==> config.mk <==
export PLATFORM = sky130hd
export DESIGN_NAME = coin_input_cond
export DESIGN_NICKNAME = d
export VERILOG_FILES = /design/src/rtl/coin_input_cond.sv
export SDC_FILE = /design/constraint.sdc
export NUM_CORES = 1
export LEC_CHECK = 0
export CELL_PAD_IN_SITES_DETAIL_PLACEMENT = 0
export CELL_PAD_IN_SITES_GLOBAL_PLACEMENT = 2
export CORE_MARGIN = 8
export CORE_UTILIZATION = 44
export CTS_BUF_LIST = sky130_fd_sc_hd__clkbuf_8 sky130_fd_sc_hd__clkbuf_16
export DETAILED_ROUTE_END_ITERATION = 8
export HOLD_SLACK_MARGIN = 0.02
export PLACE_DENSITY = 0.91
export SLEW_MARGIN = 10
export SYNTH_ARGS = -nofsm -noshare
export SYNTH_HDL_FRONTEND = slang
export SYNTH_SLANG_ARGS = --single-unit
==> constraint.sdc <==
create_clock -name clk_main -period 2.7 [get_ports clk_main]
set_input_delay 0.54 -clock clk_main [delete_from_list [all_inputs] [get_ports clk_main]]
set_output_delay 0.54 -clock clk_main [all_outputs]
set_load 0.02 [all_outputs]
==> src/rtl/coin_input_cond.sv <==
// Coin/service input conditioning: two-flop sync, per-bit debounce, one-shot coin pulses
// and coin counter drive. Define COIN_COUNTER_STRETCH_EN to stretch counter drives to MIN_CNT cycles.
module coin_input_cond #(
  parameter int DB_CYCLES    = 16,
  parameter int PULSE_CYCLES = 64,
  parameter int MIN_CNT      = 128
) (
  input  logic       clk_main,
  input  logic       nreset,
  input  logic [3:0] P_coin_raw,
  input  logic [3:0] service_raw,
  input  logic [1:0] coin_counter_in,
  output logic [3:0] P_coin,
  output logic [3:0] service,
  output logic [1:0] coin_counter_drv
);

  localparam int DBW = $clog2(DB_CYCLES + 1);
  localparam int PW  = $clog2(PULSE_CYCLES + 1);
  localparam logic [DBW-1:0] DB_LAST    = DBW'(DB_CYCLES - 1);
  localparam logic [PW-1:0]  PULSE_LAST = PW'(PULSE_CYCLES - 1);

  typedef enum logic [1:0] {IDLE, PULSE, WAIT_REL} coin_state_t;

  // Bits [3:0] are the coin switches, bits [7:4] the service switches.
  logic [7:0]     raw;
  logic [7:0]     sync1;
  logic [7:0]     sync2;
  logic [7:0]     deb;
  logic [DBW-1:0] db_cnt [8];
  coin_state_t    coin_state [4];
  logic [PW-1:0]  pulse_cnt [4];

  assign raw     = {service_raw, P_coin_raw};
  assign service = deb[7:4];

  if (DB_CYCLES < 1 || PULSE_CYCLES < 1 || MIN_CNT < 1) begin : g_bad_params
  end

  always_ff @(posedge clk_main or negedge nreset) begin
    if (!nreset) begin
      sync1 <= '1;
      sync2 <= '1;
    end else begin
      sync1 <= raw;
      sync2 <= sync1;
    end
  end

  always_ff @(posedge clk_main or negedge nreset) begin
    if (!nreset) begin
      deb <= '1;
      for (int i = 0; i < 8; i++) db_cnt[i] <= '0;
    end else begin
      for (int i = 0; i < 8; i++) begin
        if (sync2[i] == deb[i]) begin
          db_cnt[i] <= '0;
        end else if (db_cnt[i] == DB_LAST) begin
          deb[i]    <= sync2[i];
          db_cnt[i] <= '0;
        end else begin
          db_cnt[i] <= db_cnt[i] + DBW'(1);
        end
      end
    end
  end

  // IDLE is only re-entered once the debounced level is high, so a low level seen
  // in IDLE is always a fresh 1->0 transition.
  always_ff @(posedge clk_main or negedge nreset) begin
    if (!nreset) begin
      P_coin <= '1;
      for (int i = 0; i < 4; i++) begin
        coin_state[i] <= IDLE;
        pulse_cnt[i]  <= '0;
      end
    end else begin
      for (int i = 0; i < 4; i++) begin
        case (coin_state[i])
          IDLE: begin
            if (!deb[i]) begin
              coin_state[i] <= PULSE;
              pulse_cnt[i]  <= '0;
              P_coin[i]     <= 1'b0;
            end
          end
          PULSE: begin
            if (pulse_cnt[i] == PULSE_LAST) begin
              coin_state[i] <= WAIT_REL;
              P_coin[i]     <= 1'b1;
            end else begin
              pulse_cnt[i] <= pulse_cnt[i] + PW'(1);
            end
          end
          WAIT_REL: begin
            if (deb[i]) coin_state[i] <= IDLE;
          end
          default: begin
            coin_state[i] <= IDLE;
            P_coin[i]     <= 1'b1;
          end
        endcase
      end
    end
  end

`ifdef COIN_COUNTER_STRETCH_EN
  localparam int CW = $clog2(MIN_CNT + 1);
  localparam logic [CW-1:0] CNT_LAST = CW'(MIN_CNT - 1);

  logic [1:0]    cnt_prev;
  logic [CW-1:0] stretch_cnt [2];

  // A rising edge loads the remaining hold time; the drive stays up while either
  // the hold time is running or the request is still high.
  always_ff @(posedge clk_main or negedge nreset) begin
    if (!nreset) begin
      coin_counter_drv <= '0;
      cnt_prev         <= '0;
      for (int i = 0; i < 2; i++) stretch_cnt[i] <= '0;
    end else begin
      cnt_prev <= coin_counter_in;
      for (int i = 0; i < 2; i++) begin
        if (coin_counter_in[i] && !cnt_prev[i]) begin
          stretch_cnt[i]      <= CNT_LAST;
          coin_counter_drv[i] <= 1'b1;
        end else begin
          coin_counter_drv[i] <= coin_counter_in[i] || (stretch_cnt[i] != '0);
          if (stretch_cnt[i] != '0) stretch_cnt[i] <= stretch_cnt[i] - CW'(1);
        end
      end
    end
  end
`else
  always_ff @(posedge clk_main or negedge nreset) begin
    if (!nreset) coin_counter_drv <= '0;
    else         coin_counter_drv <= coin_counter_in;
  end
`endif

endmodule

==> results of run 1 <==
registers in the layout, summed over array words and instances, names as in the netlist:
name,flops
P_coin,4
coin_counter_drv,2
coin_state,8
db_cnt,40
deb,8
pulse_cnt,28
sync1,8
sync2,8
worst register-to-register path, stage by stage, from the launching register on:
cell and delay [ns]:
dfrtp_1 0.42, ha_1 0.22, and4b_1 0.20, nor2b_1 0.52
mux2i_1 0.24, o21ai_0 0.08
stage by stage:
step / power, mW / worst slack [ns]
6_report: 2.89 / 0.630
2_1_floorplan: 1.74 / 1.02
5_1_grt: 3.03 / 0.575
3_5_place_dp: 1.81 / 0.886
4_1_cts: 2.95 / 0.603
3_3_place_gp: 1.81 / 0.942
report_power, final:
part           switching (mW)  internal [mW]  total [mW]
Clock                   0.507          0.608        1.12
Combinational          0.0635         0.0483       0.112
Sequential             0.0277           1.64        1.67
cell usage in the layout, fill, tap and decap left out, drive strengths merged, types with 4 or more instances in the layout:
cell type,instances
and3,12
and2,14
clkbuf,9
nor2,40
ha,12
clkdlybuf4s50,20
nor2b,6
dfstp,28
dfrtp,78
inv,14
o21ai,35
nand2,18
a22o,4
mux2,9
a21oi,7
a31oi,6
and4b,5
nor3,4
nand3,24
o31ai,5
xor2,25
nand2b,6
path summary, 6_finish.rpt:
check / start / depth (start not counted) / slack (ns) / end
setup / recovery: deb[4]$_DFFE_PN1P_ / 1 / 0.63 / service[0]
hold / removal: nreset / 1 / 0.14 / db_cnt[7]$_DFF_PN0_
setup reg to reg: pulse_cnt[0]$_DFFE_PN0P_ / 5 / 0.90 / pulse_cnt[1]$_DFFE_PN0P_
hold reg to reg: sync1[0]$_DFF_PN1_ / 0 / 0.35 / sync2[0]$_DFF_PN1_
max in group asynchronous: nreset / 2 / 1.79 / sync2[2]$_DFF_PN1_
min in group clk_main: sync1[0]$_DFF_PN1_ / 0 / 0.35 / sync2[0]$_DFF_PN1_
logic make-up (layout without fill, tap and decap cells):
kind of cell | after synthesis | after routing | share of synthesized area, %
multiplexers | 11 | 11 | 2.73
buffers and inverters | 21 | 50 | 2.14
flip-flops | 106 | 106 | 60.4
adder cells (fa/ha/maj) | 12 | 12 | 3.37
XOR/XNOR | 25 | 25 | 4.92
AND/OR/NAND/NOR | 136 | 136 | 15.8
AO/OA/AOI/OAI | 75 | 75 | 10.6
cell type report:
cell class	count	area (um^2)	area share, %
flip-flops and latches	106	2690	53.4
multi-input cells	259	1670	33.1
repair buffers	22	228	4.53
well taps	133	166	3.31
clock buffers	9	124	2.46
clock inverters	6	108	2.14
inverters	13	48.8	0.970
routing by layer:
metal / part of all wire, % / vias up / global-route usage (%)
met5: 0 / - / 0
met2: 46 / 30 / 18.3
li1: - / 1393 / -
met4: 1.3 / 0 / 3.41
met3: 4.1 / 8 / 3.88
met1: 49 / 1364 / 14.6
==> impl_metrics.sql, run 1 <==
INSERT INTO impl_metrics (metric_group, metric, value, unit) VALUES
('cts', 'clk_path_buf_depth', '2', ''),
('logic_synthesis', 'syn-mean-instance-area', '11.5', 'um^2'),
('sta', 'clock-skew-final', '0.0101', 'ns'),
('power_and_ir_drop', 'peakVddDrop', '0.000310', 'V'),
('worst_hold_path', 'hold_path.class', 'in -> async', ''),
('global_route', 'number_of_global_route_vias_before_repair', '2820', ''),
('cts', 'cts_inserted_buffers', '9', ''),
('logic_synthesis', 'synth.cells.most_frequent', 'dfrtp_1 (78), nor2_1 (40), dfstp_2 (28)', ''),
('setup_path', 'worst_path_largest_cell_delay', '0.61', 'ns'),
('logic_synthesis', 'yosysSeqAreaShare', '60.4', '%'),
('logic_synthesis', 'synth_edf_count', '0', ''),
('die', 'initial_core_util', '45.3', '%'),
('sta', 'final_slew_viol_count', '0', ''),
('global_route', 'grt_antenna_before_repair', '0', ''),
('sta', 'rsz0062_at_grt', 'no', ''),
('logic_synthesis', 'netlist-cell-type-count', '46', ''),
('finish', 'layout.core_utilization', '51.2', '%'),
('finish', 'fin_cells', '548', ''),
('finish', 'layout-drive-gt1-share', '13.5', '%'),
('run_status', 'outcome', 'finished clean', ''),
('drt', 'remaining_drc_errors', '0', ''),
('drt', 'drt_first_pass_iters', '6', ''),
('drt', 'viasPerCell', '5.10', ''),
('logic_synthesis', 'synth_top_cell_area_share', '43.9', '%'),
('setup_path', 'slowest_stage', 'clkdlybuf4s50_1', ''),
('finish', 'total_number_of_nets_in_the_final_design', '435', ''),
('sta', 'setup_viol', '0', ''),
('setup_path', 'timing.critical_path.buf_inv', '1', ''),
('logic_synthesis', 'syn-instance-count', '386', ''),
('finish', 'syn2layout_area_growth', '13.0', '%'),
('drt', 'vias', '2795', ''),
('sta', 'hold_viol_final', '0', ''),
('setup_path', 'type_of_the_worst_setup_path', 'reg -> out', ''),
('sta', 'maxSlewHeadroom', '58.0', '%'),
('finish', 'n_diodes', '0', ''),
('setup_path', 'setup.worst_path.end_class', 'primary output', ''),
('drt', 'totalWireLength', '7010', 'um'),
('global_route', 'wire_length_of_the_first_global_routing_pass', '12600', 'um'),
('run', 'cap_violations', '0', ''),
('cts', 'clk_pin_slew_worst_paths', '0.10', 'ns'),
('setup_path', 'crit_chain', 'clkdlybuf4s50_1', ''),
('placed_design', 'post-dp-hpwl', '4750', 'um'),
('sta', 'fmax', '483', 'MHz'),
('setup_path', 'critPathArrivalTime', '1.53', 'ns'),
('setup_path', 'critPathLaunchType', 'flip-flop', ''),
('setup_path', 'path_max_fanout', '3', ''),
('die', 'core_area', '9820', 'um^2'),
('drt', 'wl_per_cell', '12.8', 'um'),
('global_route', 'overflow', '0', ''),
('placed_design', 'final_weighted_congestion_in_routability_driven_placement', '0.762', ''),
('power_and_ir_drop', 'cellPowerDensity', '576', 'nW/um^2'),
('logic_synthesis', 'synth_top_flop_cell', 'dfrtp_1', ''),
('die', 'rows', '36', ''),
('logic_synthesis', 'synthDominantAreaCellType', 'dfrtp_1', ''),
('sta', 'timing_worst_slew_pin_value', '0.629', 'ns'),
('drt', 'first_iter_violations', '104', ''),
('placed_design', 'placement.cell_area', '4800', 'um^2'),
('logic_synthesis', 'ys_async_sr_fraction', '100', '%'),
('logic_synthesis', 'synth.net_count', '410', ''),
('placed_design', 'place.port_buffers', '21', ''),
('logic_synthesis', 'ys_seq_elements', '106', ''),
('sta', 'final_worst_path_period_share', '76.7', '%'),
('cts', 'cts.sinks', '106', ''),
('logic_synthesis', 'mappedNetlistArea', '4450', 'um^2'),
('die', 'top_level_ports', '22', ''),
('cts', 'ctsRootBufferMaster', 'clkbuf_8', ''),
('cts', 'worst_skew_pair.late_latency', '0.36', 'ns'),
('logic_synthesis', 'synthesis.yosys.warnings', '0', ''),
('cts', 'cts.hold.buffers_added', '0', ''),
('finish', 'final_design_area_no_fill', '5030', 'um^2'),
('cts', 'cts_htree_levels', '3', '');
Power figures use the tool's default switching activity.
==> inputs of run 2 (changes only) <==
- CORE_UTILIZATION: 44 -> 37
- PLACE_DENSITY: 0.91 -> 0.83
- clock period: 2.7 -> 1.7 ns (I/O delays scaled with it)
==> impl_metrics.sql, run 2 (synthesis gave the netlist of run 1 again) <==
INSERT INTO impl_metrics (metric_group, metric, value, unit) VALUES
('global_route', 'grt_antenna_before_repair', '0', ''),
('drt', 'drt_first_pass_iters', '4', ''),
('sta', 'final_slew_viol_count', '0', ''),
('setup_path', 'path_max_fanout', '6', ''),
('setup_path', 'setup.worst_path.start', 'pulse_cnt[14]$_DFFE_PN0P_', ''),
('placed_design', 'final_weighted_congestion_in_routability_driven_placement', '0.807', ''),
('cts', 'worst_skew_pair.late_latency', '0.34', 'ns'),
('finish', 'syn2layout_area_growth', '18.2', '%'),
('sta', 'final_critical_path_setup_slack', '0.0740', 'ns'),
('drt', 'wl_per_cell', '12.9', 'um'),
('setup_path', 'required', '1.96', 'ns'),
('finish', 'layout.core_utilization', '44.3', '%'),
('setup_path', 'worst_setup_path_endpoint', 'pulse_cnt[17]$_DFFE_PN0P_', ''),
('cts', 'cts_setup_buffers', '0', ''),
('finish', 'fin_cells', '575', ''),
('drt', 'totalWireLength', '7400', 'um'),
('setup_path', 'critPathArrivalTime', '1.89', 'ns'),
('power_and_ir_drop', 'peakVddDrop', '0.000445', 'V'),
('sta', 'fin_crit', '1.63', 'ns'),
('cts', 'cts_inserted_buffers', '9', ''),
('die', 'rows', '40', ''),
('setup_path', 'timing.critical_path.buf_inv', '0', ''),
('finish', 'largest_register', 'db_cnt', ''),
('cts', 'ctsRootBufferMaster', 'clkbuf_16', ''),
('setup_path', 'slowest_stage', 'a221o_2', ''),
('drt', 'routed.top_layer', 'met4', ''),
('drt', 'met3_length', '206', 'um'),
('setup_path', 'worst_path_largest_cell_delay', '0.39', 'ns'),
('sta', 'timing_worst_slew_pin_value', '0.390', 'ns'),
('drt', 'vias', '2852', ''),
('sta', 'timing.setup.tns', '0', 'ns'),
('cts', 'cts_htree_levels', '3', ''),
('sta', 'hold_viol_final', '0', ''),
('cts', 'cts.sinks', '106', ''),
('drt', 'detail-route-antenna-nets', '0', ''),
('global_route', 'number_of_global_route_vias_before_repair', '2886', ''),
('setup_path', 'r2r_cells', '5', ''),
('cts', 'clk_path_buf_depth', '2', ''),
('drt', 'viasPerCell', '4.96', ''),
('setup_path', 'critPathTopFamily', 'compound AO/OA/AOI/OAI gates', ''),
('sta', 'setup_viol', '0', ''),
('die', 'top_level_ports', '22', ''),
('power_and_ir_drop', 'cellPowerDensity', '958', 'nW/um^2'),
('placed_design', 'post-dp-hpwl', '5240', 'um'),
('run_status', 'outcome', 'finished clean', ''),
('drt', 'first_iter_violations', '171', ''),
('finish', 'layout.cells.most_common', 'dfrtp_1', ''),
('finish', 'largest_register_ff_count', '40', ''),
('global_route', 'wire_length_of_the_first_global_routing_pass', '12900', 'um'),
('finish', 'layout-drive-gt1-share', '16.6', '%'),
('global_route', 'grt_max_degree', '31', ''),
('setup_path', 'crit_chain', 'ha_1, and4b_1, a221o_2, nand2b_4, o31ai_4', ''),
('global_route', 'overflow', '0', ''),
('setup_path', 'r2r_end', 'pulse_cnt[17]$_DFFE_PN0P_', ''),
('drt', 'remaining_drc_errors', '0', ''),
('drt', 'length_of_routed_wiring_on_met1', '3560', 'um'),
('setup_path', 'r2r_slack', '0.07', 'ns'),
('finish', 'total_number_of_nets_in_the_final_design', '447', ''),
('setup_path', 'type_of_the_worst_setup_path', 'reg -> reg', ''),
('sta', 'hold-worst-slack', '0.356', 'ns'),
('sta', 'maxSlewHeadroom', '73.7', '%'),
('setup_path', 'critical_path_cell_count', '5', ''),
('die', 'die_area', '15800', 'um^2'),
('sta', 'fmax', '615', 'MHz'),
('run', 'cap_violations', '0', ''),
('placed_design', 'preCtsSetupSlack', '0.0420', 'ns'),
('drt', 'met2_wirelength', '3450', 'um'),
('worst_hold_path', 'hold_path.class', 'reg -> reg', ''),
('sta', 'rsz0062_at_grt', 'no', ''),
('die', 'core_area', '11900', 'um^2'),
('sta', 'final_worst_path_period_share', '95.6', '%'),
('die', 'die_h', '126', 'um'),
('setup_path', 'setup.worst_path.end_class', 'flip-flop', ''),
('global_route', 'gr-usage-all-layers', '10.0', '%'),
('finish', 'layout_common_cells', 'dfrtp_1 (77), nor2_1 (40), dfstp_2 (28)', ''),
('worst_hold_path', 'hold_path_depth', '0', ''),
('finish', 'reg.largest.list', 'db_cnt (40), pulse_cnt (28)', ''),
('die', 'chipWidth', '126', 'um'),
('setup_path', 'r2r_start', 'pulse_cnt[14]$_DFFE_PN0P_', ''),
('sta', 'clock-skew-final', '0.00505', 'ns'),
('setup_path', 'critPathLaunchType', 'flip-flop', ''),
('placed_design', 'place.port_buffers', '21', ''),
('power_and_ir_drop', 'leakagePower', '2.49', 'nW'),
('placed_design', 'post-place-cells', '558', ''),
('die', 'initial_core_util', '37.5', '%'),
('cts', 'clk_pin_slew_worst_paths', '0.07', 'ns'),
('cts', 'cts_tree', 'built', ''),
('finish', 'n_diodes', '0', '');
-- run 2: cell count changes in the layout (fill, tap and decap cells not counted), moves of 2 or more --
| cell | change |
|---|---|
| buf_4 | +10 |
| clkbuf_16 | +9 |
| clkbuf_8 | -8 |
| clkdlybuf4s50_1 | -8 |
| dlygate4sd2_1 | +8 |
| clkinvlp_4 | +2 |
-- run 2: how the worst min path moves through the flow --
stage | startpoint | to | slack, ns
2_1_floorplan | nreset | coin_counter_drv[0]$_DFF_PN0_ | 0.04
3_5_place_dp | nreset | db_cnt[32]$_DFF_PN0_ | 0.26
4_1_cts | sync1[5]$_DFF_PN1_ | sync2[5]$_DFF_PN1_ | 0.36
3_3_place_gp | nreset | db_cnt[34]$_DFF_PN0_ | 0.27
5_1_grt | sync1[5]$_DFF_PN1_ | sync2[5]$_DFF_PN1_ | 0.36
6_report | sync1[5]$_DFF_PN1_ | sync2[5]$_DFF_PN1_ | 0.36
-- run 2: stage by stage --
step	area [um^2]	power (mW)
after floorplan	4450	2.77
after global placement	4910	2.88
after detailed placement	4910	2.89
after CTS	5230	5.13
after global routing	5260	5.24
final	5260	5.04
-- run 2: worst reg2reg max path, cell delays in order (launching register included) --
cell and delay (ns):
dfrtp_1 0.38, ha_1 0.21, and4b_1 0.18, a221o_2 0.39, nand2b_4 0.18, o31ai_4 0.20
-- run 2: routing by layer --
layer	track usage, %	vias to the layer above
met4	6.66	0
met5	0	-
met1	12.0	1398
met2	16.0	29
li1	-	1415
met3	2.11	10
-- run 2: cell type report --
class	count	area (um^2)
Clock buffer	10	239
Clock inverter	6	82.6
Fill cell	1106	6600
Inverter	13	48.8
Multi-Input combinational cell	259	1690
Sequential cell	106	2690
Tap cell	147	184
Timing Repair Buffer	34	323
-- run 2: power by group --
group / total [mW] / switching, mW / internal (mW)
Sequential: 2.65 / 0.0438 / 2.61
Clock: 2.20 / 0.881 / 1.32
Combinational: 0.188 / 0.103 / 0.0855
-- run 2: what timing repair did --
| item | CTS | global route |
|---|---|---|
| hold endpoints to repair | 17 | 0 |
| setup endpoints to repair | 8 | 7 |
| hold buffers | 1 | 0 |
| pin swaps | 0 | 2 |
| gates resized for setup | 8 | 6 |
==> inputs of run 3 (changes only) <==
- CTS_BUF_LIST: sky130_fd_sc_hd__clkbuf_8 sky130_fd_sc_hd__clkbuf_16 -> unset
==> impl_metrics.sql, run 3 (synthesis gave the netlist of run 1 again) <==
INSERT INTO impl_metrics (metric_group, metric, value, unit) VALUES
('run_status', 'outcome', 'finished clean', ''),
('cts', 'cts.sinks', '106', ''),
('finish', 'ff_latch_area', '2690', 'um^2'),
('drt', 'detail-route-antenna-nets', '0', ''),
('global_route', 'use_met2', '16.0', '%'),
('die', 'die_area', '15800', 'um^2'),
('finish', 'nFillCells', '1106', ''),
('cts', 'clk_path_buf_depth', '2', ''),
('finish', 'syn2layout_area_growth', '18.2', '%'),
('setup_path', 'required', '1.96', 'ns'),
('finish', 'n_diodes', '0', ''),
('die', 'chipWidth', '126', 'um'),
('global_route', 'number_of_global_route_vias_before_repair', '2886', ''),
('finish', 'reg.largest.list', 'db_cnt (40), pulse_cnt (28)', ''),
('die', 'core_area', '11900', 'um^2'),
('drt', 'wl_per_cell', '12.9', 'um'),
('global_route', 'grt_max_degree', '31', ''),
('global_route', 'wire_length_of_the_first_global_routing_pass', '12900', 'um'),
('cts', 'clk_pin_slew_worst_paths', '0.07', 'ns'),
('global_route', 'overflow', '0', ''),
('worst_hold_path', 'hold_path_depth', '0', ''),
('setup_path', 'setup.worst_path.end_class', 'flip-flop', ''),
('sta', 'timing_worst_slew_pin_value', '0.390', 'ns'),
('global_route', 'busiest_layer', 'met2', ''),
('drt', 'vias', '2854', ''),
('placed_design', 'post-dp-hpwl', '5240', 'um'),
('drt', 'drt_first_pass_iters', '4', ''),
('finish', 'layout_common_cells', 'dfrtp_1 (77), nor2_1 (40), dfstp_2 (28)', ''),
('power_and_ir_drop', 'peakVddDrop', '0.000445', 'V'),
('drt', 'remaining_drc_errors', '0', ''),
('sta', 'final_worst_path_period_share', '95.6', '%'),
('setup_path', 'critPathLaunchType', 'flip-flop', ''),
('finish', 'final_design_area_no_fill', '5260', 'um^2'),
('cts', 'worst_skew_pair.late_latency', '0.34', 'ns'),
('setup_path', 'path_max_fanout', '6', ''),
('setup_path', 'type_of_the_worst_setup_path', 'reg -> reg', ''),
('sta', 'clock-skew-final', '0.00487', 'ns'),
('finish', 'layout.cells.most_common', 'dfrtp_1', ''),
('drt', 'first_iter_violations', '171', ''),
('sta', 'fin_crit', '1.63', 'ns'),
('drt', 'viasPerCell', '4.96', ''),
('global_route', 'met3_usage', '2.11', '%'),
('finish', 'layout-drive-gt1-share', '16.6', '%'),
('cts', 'cts_setup_buffers', '0', ''),
('die', 'die_h', '126', 'um'),
('sta', 'setup_viol', '0', ''),
('global_route', 'grt_antenna_before_repair', '0', ''),
('placed_design', 'final_weighted_congestion_in_routability_driven_placement', '0.807', ''),
('finish', 'area_of_the_multi_input_gates', '1690', 'um^2'),
('cts', 'cts_htree_levels', '3', ''),
('finish', 'largest_register_ff_count', '40', ''),
('global_route', 'global_route.usage.met1', '12.0', '%'),
('sta', 'hold_viol_final', '0', ''),
('worst_hold_path', 'hold_path.class', 'reg -> reg', ''),
('placed_design', 'place.port_buffers', '21', ''),
('placed_design', 'placement.cell_area', '4910', 'um^2'),
('die', 'initial_core_util', '37.5', '%'),
('cts', 'ctsRootBufferMaster', 'clkbuf_16', ''),
('finish', 'largest_register', 'db_cnt', ''),
('sta', 'fmax', '615', 'MHz'),
('setup_path', 'critPathArrivalTime', '1.88', 'ns'),
('finish', 'total_number_of_nets_in_the_final_design', '447', ''),
('sta', 'final_slew_viol_count', '0', ''),
('die', 'top_level_ports', '22', ''),
('power_and_ir_drop', 'cellPowerDensity', '960', 'nW/um^2'),
('power_and_ir_drop', 'leakagePower', '2.49', 'nW'),
('die', 'rows', '40', ''),
('setup_path', 'r2r_cells', '5', ''),
('sta', 'maxSlewHeadroom', '73.7', '%'),
('sta', 'timing.setup.tns', '0', 'ns'),
('global_route', 'gr-usage-all-layers', '10.0', '%'),
('drt', 'totalWireLength', '7400', 'um'),
('cts', 'cts_inserted_buffers', '9', ''),
('run', 'cap_violations', '0', ''),
('sta', 'rsz0062_at_grt', 'no', ''),
('cts', 'cts_tree', 'built', '');
-- run 3: changes by cell type in the layout (fill, tap and decap cells not counted), sizes merged --
| cell | previous run | this run |
|---|---|---|
| clkbuf | 10 | 12 |
| inv | 15 | 13 |
-- run 3: final cells by class --
type / count / area share, %
clock buffer: 12 / 4.69
clock inverter: 4 / 1.43
inverter: 13 / 0.928
multi-input combinational: 259 / 32.2
sequential: 106 / 51.1
tap: 147 / 3.50
timing repair buffer: 34 / 6.14
-- run 3: routing by layer --
layer	wire, um	up-vias
met2	3450	29
met3	206	10
li1	-	1415
met5	0	-
met1	3570	1400
met4	180	0
-- run 3: final timing paths --
check / startpoint / endpoint / slack, ns
max in group asynchronous: nreset / sync1[2]$_DFF_PN1_ / 0.68
setup reg to reg: pulse_cnt[14]$_DFFE_PN0P_ / pulse_cnt[17]$_DFFE_PN0P_ / 0.07
hold reg to reg: sync1[5]$_DFF_PN1_ / sync2[5]$_DFF_PN1_ / 0.36
min in group asynchronous: nreset / db_cnt[33]$_DFF_PN0_ / 0.44
setup / recovery: pulse_cnt[14]$_DFFE_PN0P_ / pulse_cnt[17]$_DFFE_PN0P_ / 0.07
hold / removal: sync1[5]$_DFF_PN1_ / sync2[5]$_DFF_PN1_ / 0.36
-- run 3: per-stage QoR --
| stage | hold slack (ns) | worst slack, ns | power (mW) | instances | utilization (%) |
|---|---|---|---|---|---|
| global placement | 0.268 | 0.0891 | 2.88 | 558 | 41.4 |
| finish | 0.356 | 0.0740 | 5.05 | 575 | 44.3 |
| CTS | 0.357 | 0.0406 | 5.14 | 575 | 44.1 |
| global route | 0.361 | 0.000501 | 5.25 | 575 | 44.3 |
| floorplan | 0.0444 | 0.0205 | 2.77 | 386 | - |
| detailed placement | 0.263 | 0.0420 | 2.89 | 558 | 41.4 |
-- run 3: report_power, final --
part / switching [mW] / internal [mW]
sequential: 0.0438 / 2.61
clock: 0.881 / 1.33
combinational: 0.103 / 0.0855
total: 1.03 / 4.02
-- run 3: repair_timing --
action	in CTS	in global routing
endpoints found under the setup margin	8	7
resized for setup	8	6
cloned	0	0
pin swaps	0	2
hold endpoints to repair	17	0
hold buffers	1	0
-- run 3: critical path, cell delays in order, from the launching register on --
cell and delay, ns:
dfrtp_1 0.38, ha_1 0.21, and4b_1 0.18, a221o_2 0.39, nand2b_4 0.18, o31ai_4 0.20
